<file path="src/rtl/key_press_conditioner.sv">
// Push-button front end for the digital lock: synchronise, debounce, one-hot key events.
// Optional auto-repeat while a key is held: define KEY_REPEAT_EN.
module key_press_conditioner #(
  parameter int KEYS            = 4,
  parameter int SYNC_STAGES     = 2,
  parameter int DEBOUNCE_CYCLES = 50000,
  parameter int REPEAT_CYCLES   = 25000000
) (
  input  logic            clock,
  input  logic            reset,
  input  logic [KEYS-1:0] key_n,
  output logic [KEYS-1:0] key,
  output logic            key_held,
  output logic            key_error
);

  localparam int CNT_W = $clog2(DEBOUNCE_CYCLES) + 1;
  localparam logic [CNT_W-1:0] DB_LAST = CNT_W'(DEBOUNCE_CYCLES - 1);

  typedef enum logic [2:0] {
    IDLE,
    DB_PRESS,
    PRESSED,
    DB_RELEASE,
    WAIT_RELEASE
  } state_t;

  if (SYNC_STAGES < 2 || DEBOUNCE_CYCLES < 2 || REPEAT_CYCLES < 1) begin : g_bad_params
    $error("key_press_conditioner: parameter out of range");
  end

  function automatic logic [CNT_W-1:0] sat_inc(input logic [CNT_W-1:0] value);
    return (value == {CNT_W{1'b1}}) ? value : value + CNT_W'(1);
  endfunction

  function automatic logic multi_hot(input logic [KEYS-1:0] value);
    return |(value & (value - KEYS'(1)));
  endfunction

  logic [SYNC_STAGES-1:0][KEYS-1:0] sync_p;
  logic [KEYS-1:0]  p;
  state_t           state, state_next;
  logic [CNT_W-1:0] cnt, cnt_next;
  logic [KEYS-1:0]  code, code_next;
  logic [KEYS-1:0]  key_d;
  logic             key_held_d;
  logic             key_error_d;
  logic             repeat_fire;

  // Synchroniser stages: idle value is "released" so reset never looks like a press
  always_ff @(posedge clock) begin
    if (reset) begin
      sync_p <= {SYNC_STAGES{{KEYS{1'b1}}}};
    end else begin
      sync_p <= {sync_p[SYNC_STAGES-2:0], key_n};
    end
  end

  assign p = ~sync_p[SYNC_STAGES-1];

`ifdef KEY_REPEAT_EN
  localparam int REP_W = $clog2(REPEAT_CYCLES) + 1;
  localparam logic [REP_W-1:0] REP_LAST = REP_W'(REPEAT_CYCLES - 1);

  logic [REP_W-1:0] rep_cnt;

  // Only uninterrupted time in PRESSED counts towards a repeat
  always_ff @(posedge clock) begin
    if (reset) begin
      rep_cnt <= '0;
    end else if (state != PRESSED || p == '0 || rep_cnt == REP_LAST) begin
      rep_cnt <= '0;
    end else begin
      rep_cnt <= rep_cnt + REP_W'(1);
    end
  end

  assign repeat_fire = (state == PRESSED) && (p != '0) && (rep_cnt == REP_LAST);
`else
  assign repeat_fire = 1'b0;
`endif

  always_ff @(posedge clock) begin
    if (reset) begin
      state <= IDLE;
      cnt   <= '0;
      code  <= '0;
    end else begin
      state <= state_next;
      cnt   <= cnt_next;
      code  <= code_next;
    end
  end

  always_comb begin
    state_next = state;
    cnt_next   = cnt;
    code_next  = code;
    case (state)
      IDLE: begin
        if (p != '0) begin
          cnt_next = '0;
          if (multi_hot(p)) begin
            state_next = WAIT_RELEASE;
          end else begin
            code_next  = p;
            state_next = DB_PRESS;
          end
        end
      end
      DB_PRESS: begin
        if (p != code) begin
          state_next = IDLE;
          cnt_next   = '0;
        end else if (cnt == DB_LAST) begin
          state_next = PRESSED;
          cnt_next   = '0;
        end else begin
          cnt_next = sat_inc(cnt);
        end
      end
      PRESSED: begin
        if (p == '0) begin
          state_next = DB_RELEASE;
          cnt_next   = '0;
        end
      end
      DB_RELEASE: begin
        if (p != '0) begin
          state_next = PRESSED;
          cnt_next   = '0;
        end else if (cnt == DB_LAST) begin
          state_next = IDLE;
          cnt_next   = '0;
        end else begin
          cnt_next = sat_inc(cnt);
        end
      end
      WAIT_RELEASE: begin
        if (p != '0) begin
          cnt_next = '0;
        end else if (cnt == DB_LAST) begin
          state_next = IDLE;
          cnt_next   = '0;
        end else begin
          cnt_next = sat_inc(cnt);
        end
      end
      default: begin
        state_next = IDLE;
        cnt_next   = '0;
      end
    endcase
  end

  // The captured code is one-hot by construction, so key can never be multi-hot
  always_comb begin
    key_d = '0;
    if ((state == DB_PRESS && p == code && cnt == DB_LAST) || repeat_fire) begin
      key_d = code;
    end
    key_held_d  = (state_next == PRESSED) || (state_next == DB_RELEASE);
    key_error_d = (state == IDLE) && multi_hot(p);
  end

  always_ff @(posedge clock) begin
    if (reset) begin
      key       <= '0;
      key_held  <= 1'b0;
      key_error <= 1'b0;
    end else begin
      key       <= key_d;
      key_held  <= key_held_d;
      key_error <= key_error_d;
    end
  end

endmodule

</file>
<file path="config.mk">
export PLATFORM = sky130hd
export DESIGN_NAME = key_press_conditioner
export DESIGN_NICKNAME = d
export VERILOG_FILES = /design/src/rtl/key_press_conditioner.sv
export SDC_FILE = /design/constraint.sdc
export NUM_CORES = 1
export LEC_CHECK = 0
export ABC_AREA = 0
export CORE_UTILIZATION = 45
export DETAILED_ROUTE_END_ITERATION = 6
export DONT_BUFFER_PORTS = 1
export RECOVER_POWER = 100
export SYNTH_ARGS = -nofsm -noshare
export SYNTH_HDL_FRONTEND = slang
export SYNTH_SLANG_ARGS = --single-unit
export TNS_END_PERCENT = 10
</file>
<file path="constraint.sdc">
create_clock -name clock -period 1.7 [get_ports clock]
set_input_delay 0.255 -clock clock [delete_from_list [all_inputs] [get_ports clock]]
set_output_delay 0.255 -clock clock [all_outputs]
set_load 0.005 [all_outputs]
</file>
==> insert_results.sql <==
INSERT INTO impl_metrics (metric_group, metric, value, unit) VALUES
('run_status', 'status', 'complete, but fails checks', ''),
('run_status', 'violations', 'setup timing', ''),
('global_route', 'grt_pass1_vias', '1698', ''),
('yosys', 'post-synth-top-count-cell', 'dfxtp_1', ''),
('clock_network', 'clock_transition_at_the_register_clock_pins_on_the_worst_setup_and_hold_paths_after_cts', '0.08', 'ns'),
('global_route', 'grt_max_degree', '22', ''),
('power', 'power.ir.vdd_worst', '0.718', 'mV'),
('critical_path', 'critPathMaxFanout', '5', ''),
('routing', 'drc_errors', '0', ''),
('clock_network', 'cts_max_level', '2', ''),
('sta', 'timing.fmax', '0.532', 'GHz'),
('sta', 'setup_viol', '28', ''),
('power', 'p_seq_share', '48.3', '%'),
('power', 'total_power_consumption', '1.94', 'mW'),
('yosys', 'synth.distinct_cells', '47', ''),
('critical_path', 'worst-endpoint-arrival', '2.07', 'ns'),
('routing', 'routed-via-count', '1700', ''),
('sta', 'report.final.slew_viol_count', '0', ''),
('layout', 'final_layout_size_suffix_gt1_share', '45.9', '%'),
('clock_network', 'cts.sinks', '38', ''),
('yosys', 'synthesis.nets', '209', ''),
('routing', 'postRouteAntennaNets', '0', ''),
('floorplanning', 'die_y', '65.9', 'um'),
('placed_design', 'port_buffers', '0', ''),
('yosys', 'synthCells', '202', ''),
('worst_hold_path', 'hold_class', 'in -> reg', ''),
('yosys', 'avgSynthCellArea', '9.09', 'sq um'),
('yosys', 'synth.area.top_cells', 'dfxtp_1 (41%), xnor2_1 (7.2%), nor2_1 (4.3%), or2_2 (3.1%), nor4_1 (2.7%)', ''),
('yosys', 'synthFlopType', 'dfxtp_1', ''),
('clock_network', 'cts_tree', 'done', ''),
('clock_network', 'cts-root-buf', 'clkbuf_8', ''),
('placed_design', 'place.gp.congestion', '0.828', ''),
('sta', 'hold_viol_final', '0', ''),
('floorplanning', 'floorplan.initialDensity', '48.4', '%'),
('global_route', 'antenna_found_initial', '0', ''),
('layout', 'antenna_cells_inserted', '0', ''),
('global_route', 'global_route.overflow_total', '0', ''),
('yosys', 'synth_area', '1840', 'sq um'),
('global_route', 'grtUsageTotal', '23.7', '%'),
('power', 'power.share.clock', '33.4', '%'),
('routing', 'post_drt_via_cell_ratio', '5.54', ''),
('run', 'max_cap_viol_count', '0', ''),
('clock_network', 'cts_made_buffers', '5', ''),
('placed_design', 'dpl.hpwl', '3150', 'um'),
('sta', 'finalWorstSetupSlack', '-0.181', 'ns'),
('critical_path', 'crit_path_start_kind', 'flop', ''),
('global_route', 'wire_length_of_the_first_global_routing_pass', '7670', 'um'),
('critical_path', 'endpoint_kind', 'flop', ''),
('layout', 'finish.net_count', '265', ''),
('power', 'power.switching', '0.539', 'mW'),
('sta', 'fin_tns_setup', '-3.53', 'ns'),
('sta', 'hold_slack', '0.0124', 'ns'),
('yosys', 'synth-async-reset-ratio', '0', '%'),
('clock_network', 'cts_hold_repair.buffers', '0', ''),
('floorplanning', 'floorplan.die.width', '65.9', 'um'),
('routing', 'pre_repair_dr_iteration_count', '4', ''),
('power', 'cellLeakagePower', '0.943', 'nW'),
('yosys', 'yosysWarningCount', '0', ''),
('floorplanning', 'core-area', '3800', 'sq um'),
('clock_network', 'cts_max_path_buffers', '2', ''),
('sta', 'finalWorstPathRequiredPeriod', '1.88', 'ns'),
('sta', 'period_share', '111', '%'),
('yosys', 'part_of_the_yosys_area_used_for_sequential_elements', '41.4', '%'),
('layout', 'finalCoreUtilization', '67.8', '%'),
('layout', 'synthToLayoutAreaGrowth', '40.2', '%'),
('clock_network', 'clk-insertion-delay-late', '0.29', 'ns'),
('sta', 'grt_setup_unrepaired', 'yes', ''),
('yosys', 'top_cells_by_instance_count_after_synthesis', 'dfxtp_1 (38), nor2_1 (21), xnor2_1 (15), nand2_1 (11), or2_2 (9)', ''),
('critical_path', 'timing.critical_path.required', '1.89', 'ns'),
('power', 'switching_share', '27.7', '%'),
('routing', 'detail_route.wl_per_cell', '15.5', 'um');
## layer usage
layer / global-route usage [%] / vias to the layer above / part of all wire (%) / wire (um)
met5: 0 / - / 0 / 0
met4: 11.4 / 0 / 1.5 / 72
met3: 5.34 / 4 / 2.1 / 102
met2: 37.5 / 18 / 48 / 2300
met1: 30.1 / 826 / 48 / 2280
li1: - / 852 / - / -
## layout make-up
class	count	area [sq um]
Clock buffer	6	82.6
Clock inverter	2	12.5
Fill cell	308	1220
Inverter	4	15.0
Multi-Input combinational cell	151	1200
Sequential cell	38	771
Tap cell	48	60.1
Timing Repair Buffer	58	432
## cells in the final DEF (no fill, tap or decap), types with 3 or more instances in the layout
cell type,netlist,final
inv_1,4,4
nand3_1,6,6
nor4b_2,0,3
and2_1,4,4
o21ai_0,6,4
nand4_1,5,5
nor3_1,6,5
a221oi_2,0,3
nand2_1,11,9
dfxtp_1,38,34
xnor2_1,15,15
nor2_1,21,19
nor4_2,0,4
nor4_1,8,4
clkbuf_8,0,6
buf_4,0,57
a211oi_2,0,3
or3_1,4,4
or2_2,9,9
o211ai_1,5,5
## power groups by stage
stage | registers (mW) | logic [mW] | clock network, mW
after floorplan | 0.959 | 0.187 | 0
after global placement | 0.960 | 0.275 | 0
after detailed placement | 0.961 | 0.281 | 0
after CTS | 0.938 | 0.303 | 0.665
after global routing | 0.942 | 0.384 | 0.700
final | 0.938 | 0.355 | 0.649
## kinds of logic after synthesis
logic type	synth area share, %
compound gates	12.1
xor+xnor	7.63
mux	1.36
flops	41.4
simple gates	32.4
buf+inv	3.88
fa+ha+maj	1.23
## metrics by stage
| stage | instance area [sq um] | setup WS (ns) | std cells |
|---|---|---|---|
| global placement | 2250 | -0.230 | 292 |
| global route | 2570 | -0.235 | 307 |
| CTS | 2400 | -0.211 | 303 |
| finish | 2570 | -0.181 | 307 |
| floorplan | 1850 | -0.122 | 202 |
| detailed placement | 2250 | -0.294 | 292 |
## what timing repair did
item,4_1_cts,5_1_grt
gates resized for setup,11,30
endpoints found under the setup margin,29,29
gates cloned,1,1
setup buffers,2,3
pin swaps,9,20
## worst max-delay path, cell delays in order (launching register included)
cell and delay [ns]:
dfxtp_4 0.36, or4bb_4 0.53, nor4_4 0.37, buf_4 0.19
buf_4 0.10, o21ai_0 0.08, nor4b_1 0.15
## worst paths after layout
path,startpoint,endpoint,slack (ns),cells past startpoint
max reg2reg,cnt[4]$_SDFFE_PP0P_,state[0]$_SDFF_PP0_,-0.18,6
min,reset,code[1]$_SDFFE_PP0P_,0.01,1
max,cnt[4]$_SDFFE_PP0P_,state[0]$_SDFF_PP0_,-0.18,6
min reg2reg,sync_p[1]$_SDFF_PP1_,sync_p[5]$_SDFF_PP1_,0.41,1
## state kept, by name, summed over array words and instances (netlist names)
| register | flops |
|---|---|
| code | 4 |
| key_error | 1 |
| cnt | 17 |
| state | 3 |
| sync_p | 8 |
| key | 4 |
| key_held | 1 |
Note: power is estimated with default switching activity, not from simulation.
